File: src/rtl/seven_seg_scan_driver.sv
// Time-multiplexed 4-digit common-anode display driver for a 4-bit counter value.
// Digits 1:0 show decimal with leading-zero suppression, digit 3 shows hex, digit 2 is dark.
module seven_seg_scan_driver #(
  parameter int REFRESH_DIV = 100000,
  parameter int BLANK_CYC   = 1000
) (
  input  logic       clk,
  input  logic       rst,
  input  logic [3:0] value,
  input  logic       load,
  input  logic       blank,
  output logic [3:0] an,
  output logic [6:0] seg,
  output logic       dp
);

  localparam int CNT_W = (REFRESH_DIV > 1) ? $clog2(REFRESH_DIV) : 1;
  localparam logic [CNT_W-1:0] CNT_MAX   = CNT_W'(REFRESH_DIV - 1);
  localparam logic [CNT_W-1:0] BLANK_END = CNT_W'(BLANK_CYC);
  localparam logic [6:0]       SEG_OFF   = 7'b1111111;

  typedef enum logic {
    SLOT_BLANK,
    SLOT_DRIVE
  } slot_e;

  logic [3:0]       hold_q, hold_d;
  logic [CNT_W-1:0] cnt_q, cnt_d;
  logic [1:0]       idx_q, idx_d;
  logic [3:0]       an_q, an_d;
  logic [6:0]       seg_q, seg_d;
  logic             dp_q, dp_d;
  slot_e            slot;
  logic             tens;
  logic [3:0]       units;
  logic             dark;

  // Cathode patterns, gfedcba, active-low.
  function automatic logic [6:0] glyph(input logic [3:0] d);
    logic [6:0] g;
    case (d)
      4'h0:    g = 7'b1000000;
      4'h1:    g = 7'b1111001;
      4'h2:    g = 7'b0100100;
      4'h3:    g = 7'b0110000;
      4'h4:    g = 7'b0011001;
      4'h5:    g = 7'b0010010;
      4'h6:    g = 7'b0000010;
      4'h7:    g = 7'b1111000;
      4'h8:    g = 7'b0000000;
      4'h9:    g = 7'b0010000;
      4'hA:    g = 7'b0001000;
      4'hB:    g = 7'b0000011;
      4'hC:    g = 7'b1000110;
      4'hD:    g = 7'b0100001;
      4'hE:    g = 7'b0000110;
      default: g = 7'b0001110;
    endcase
    return g;
  endfunction

  always_ff @(posedge clk) begin
    if (rst) begin
      hold_q <= 4'd0;
      cnt_q  <= '0;
      idx_q  <= 2'd0;
      an_q   <= 4'b1111;
      seg_q  <= SEG_OFF;
      dp_q   <= 1'b1;
    end else begin
      hold_q <= hold_d;
      cnt_q  <= cnt_d;
      idx_q  <= idx_d;
      an_q   <= an_d;
      seg_q  <= seg_d;
      dp_q   <= dp_d;
    end
  end

  always_comb begin
    hold_d = load ? value : hold_q;
    cnt_d  = cnt_q + CNT_W'(1);
    idx_d  = idx_q;
    if (cnt_q == CNT_MAX) begin
      cnt_d = '0;
      idx_d = idx_q + 2'd1;
    end
  end

  // Each slot opens with a blanking window so the previous digit's pattern never ghosts.
  always_comb begin
    slot = (cnt_q < BLANK_END) ? SLOT_BLANK : SLOT_DRIVE;
  end

  always_comb begin
    tens  = (hold_q >= 4'd10);
    units = tens ? (hold_q - 4'd10) : hold_q;
    dark  = (slot == SLOT_BLANK) || blank || (idx_q == 2'd2) ||
            ((idx_q == 2'd1) && !tens);
    an_d  = 4'b1111;
    seg_d = SEG_OFF;
    dp_d  = 1'b1;
    if (!dark) begin
      an_d = ~(4'b0001 << idx_q);
      case (idx_q)
        2'd0:    seg_d = glyph(units);
        2'd1:    seg_d = glyph(4'd1);
        2'd3: begin
          seg_d = glyph(hold_q);
          dp_d  = 1'b0;
        end
        default: seg_d = SEG_OFF;
      endcase
    end
  end

  assign an  = an_q;
  assign seg = seg_q;
  assign dp  = dp_q;

endmodule

File: config.mk
export PLATFORM = sky130hd
export DESIGN_NAME = seven_seg_scan_driver
export DESIGN_NICKNAME = d
export VERILOG_FILES = /design/src/rtl/seven_seg_scan_driver.sv
export SDC_FILE = /design/constraint.sdc
export NUM_CORES = 1
export LEC_CHECK = 0
export CAP_MARGIN = 0
export CORE_MARGIN = 2
export CORE_UTILIZATION = 59
export CTS_BUF_LIST = sky130_fd_sc_hd__clkbuf_8
export DETAILED_ROUTE_END_ITERATION = 10
export GPL_TIMING_DRIVEN = 0
export HOLD_SLACK_MARGIN = 0.05
export PLACE_DENSITY = 0.9
export SLEW_MARGIN = 20
export SYNTH_ARGS = -nofsm -noshare
export SYNTH_HDL_FRONTEND = slang
export SYNTH_SLANG_ARGS = --single-unit
File: constraint.sdc
create_clock -name clk -period 2.75 [get_ports clk]
set_input_delay 0.275 -clock clk [delete_from_list [all_inputs] [get_ports clk]]
set_output_delay 0.275 -clock clk [all_outputs]
set_load 0.02 [all_outputs]
==> impl_metrics.json <==
{
  "status": "complete, no violations",
  "critPathLaunchType": "register",
  "clk_pin_slew_ns": 0.07,
  "period_share_pct": 93.46,
  "rr_startpoint": "hold_q[2]",
  "yosysUniqueCellTypes": 56,
  "htreeDepth": 2,
  "first_pass_iters": 5,
  "layout.nets": 315,
  "post_drt_wl_per_cell_um": 13.66,
  "rsz0062_at_grt": "no",
  "via_per_inst": 5.900,
  "finalSetupViolCount": 0,
  "yosys.area.top_type": "dfxtp_1",
  "min_path_cells": 2,
  "worst_skew_pair.late_latency_ns": 0.30,
  "async_reset_ff_share_pct": 0,
  "start_util_pct": 61.40,
  "clockRootBuffer": "clkbuf_8",
  "boundaryPins": 20,
  "grt_pass1_vias": 1815,
  "grtUsageTotal_pct": 23.36,
  "regArea_um2": 820.8,
  "synthTopCellsByArea": "dfxtp_1 (36%), ha_1 (8.3%), xnor2_1 (5.0%)",
  "ctsHoldBuffers": 0,
  "post-route-drc-count": 0,
  "min_period_ns": 2.570,
  "cts_setup_buffers": 0,
  "synth.area.mux_share_pct": 4.530,
  "max_freq_mhz": 389.1,
  "placed_cell_area_mm2": 0.002495,
  "gp_congestion": 0.9888,
  "cts_resized": 0,
  "cellLeakagePower_nw": 0.9704,
  "syn_avg_cell_area_um2": 8.450,
  "multi_input_area_mm2": 0.001311,
  "relSlewSlack_pct": 60.24,
  "hp-start": "rst",
  "synth_xor_area_share_pct": 6.188,
  "cp_max_fo": 10,
  "timing.reg2reg.worst_path_depth": 8,
  "yosysMostFrequentCell": "dfxtp_1",
  "cts.path.max_buffers": 2,
  "r2r-end": "seg[0]",
  "fin_total_pwr_mw": 1.178,
  "port_buffers": 17,
  "num_antenna_cells": 0,
  "worstMarginPinSlew_ns": 0.5910,
  "cellPowerDensity_mw_per_mm2": 454.3,
  "setup_tns_ns": 0,
  "cap_viol_max_count": 0,
  "grt_overflow": 0,
  "hp-class": "in2reg",
  "post-dp-hpwl_um": 3467,
  "arrival_ns": 2.74,
  "synth_top_area_share_pct": 36.24,
  "area_growth_pct": 14.48,
  "num_rows": 22,
  "core_area_mm2": 0.003689,
  "hold_viol": 0,
  "hold_end": "hold_q[1]",
  "final_max_slew_viol_count": 0,
  "synth_warnings": 0,
  "yosysSeqAreaShare_pct": 36.24,
  "cts.sinks": 41,
  "drt_wl_total_um": 4659,
  "antenna_left": 0,
  "synth_fp_nets": 291,
  "synth_top_family_by_area": "simple AND/OR/NAND/NOR gates",
  "yosys-top-cells-count": "dfxtp_1 (41), nor2_1 (26), inv_1 (18), nand3_1 (18), ha_1 (15)",
  "cts_tree": "yes",
  "synth_edf_count": 0,
  "worst-r2r-setup-slack_ns": 0.18,
  "grt_first_pass_wirelength_um": 7872,
  "grt_max_degree": 14,
  "drt_iter0_markers": 143,
  "stdcell_area_mm2": 0.002592,
  "vias": 2012,
  "yosys.area_share.simple_pct": 24.42,
  "crit_path_end_kind": "register",
  "die_h_um": 65.96,
  "syn_area_mm2": 0.002265,
  "ys_ff_latch": 41,
  "synth_adder_area_share_pct": 8.287,
  "antenna_found_initial": 0,
  "crit_required_ns": 2.92,
  "peakVddDrop_mv": 0.3467,
  "cts_made_buffers": 5,
  "criticalPathCategory": "reg2reg",
  "dieArea_mm2": 0.004350,
  "drive_gt1_share_pct": 6.485,
  "synth_compound_area_share_pct": 14.31,
  "synth_cells": 268,
  "fin_skew_ns": 0.008120,
  "fillers": 302,
  "ys.flop_type": "dfxtp_1",
  "dieWidth_um": 65.96
}
## layout make-up
cell class | count | share of cell area [%]
sequential | 41 | 31.66
inverter | 18 | 2.606
clock inverter | 2 | 0.5309
tap | 48 | 2.317
multi-input combinational | 193 | 50.58
timing repair buffer | 17 | 6.564
clock buffer | 6 | 3.185
buffer | 16 | 2.558
## cells by family after synthesis
family,count (synthesis)
AO/OA/AOI/OAI,47
XOR/XNOR,16
adder cells (fa/ha/maj),15
buffers and inverters,34
flip-flops,41
multiplexers,9
other,1
AND/OR/NAND/NOR,105
## through the flow
| step | utilization [%] | std cells | worst slack (ns) | hold slack, ns |
|---|---|---|---|---|
| floorplan | - | 268 | 0.5590 | 0.4297 |
| global placement | 67.64 | 333 | 0.1936 | 0.4443 |
| detailed placement | 67.64 | 333 | 0.1813 | 0.4522 |
| CTS | 70.25 | 341 | 0.1694 | 0.3595 |
| global route | 70.28 | 341 | 0.07137 | 0.4011 |
| finish | 70.28 | 341 | 0.1799 | 0.3663 |
## power by group
group	internal [mW]	switching, mW
registers	0.611	0.0125
clock network	0.203	0.205
logic	0.0608	0.0849
## cell usage in the layout, fill, tap and decap left out, drive strengths merged, types with 3 or more instances in the layout
cell,count
a21oi,8
buf,3
clkbuf,19
clkdlybuf4s50,17
dfxtp,41
ha,15
inv,18
mux2i,8
nand2,14
nand2b,3
nand3,18
nand4,7
nor2,26
nor3,10
nor4,7
o21ai,13
o22ai,3
or2,3
or3,4
xnor2,13
xor2,3
## worst max-delay path by stage
stage                         start     end  slack (ns)  cells after the start
after floorplan           hold_q[1]  seg[0]        0.56                      8
after global placement    hold_q[1]  seg[0]        0.19                      8
after detailed placement  hold_q[1]  seg[0]        0.18                      8
after CTS                 hold_q[1]  seg[0]        0.17                      8
after global routing      hold_q[2]  seg[0]        0.07                      8
final                     hold_q[2]  seg[0]        0.18                      8
## metal layers
layer | part of all wire [%] | vias up | GRT usage, %
met5 | 0 | - | 0
met4 | 1.7 | 0 | 9.184
met3 | 6.3 | 10 | 4.089
met2 | 46 | 84 | 38.76
met1 | 46 | 923 | 30.16
li1 | - | 995 | -
## critical path, cell delays in order (launching register included)
cell	delay (ns)
dfxtp_1	0.43
clkbuf_1	0.36
inv_1	0.09
ha_1	0.28
clkbuf_1	0.34
xnor2_1	0.16
o21ai_0	0.11
a32o_1	0.28
or4_1	0.39
Note: power is estimated with default switching activity, not from simulation.
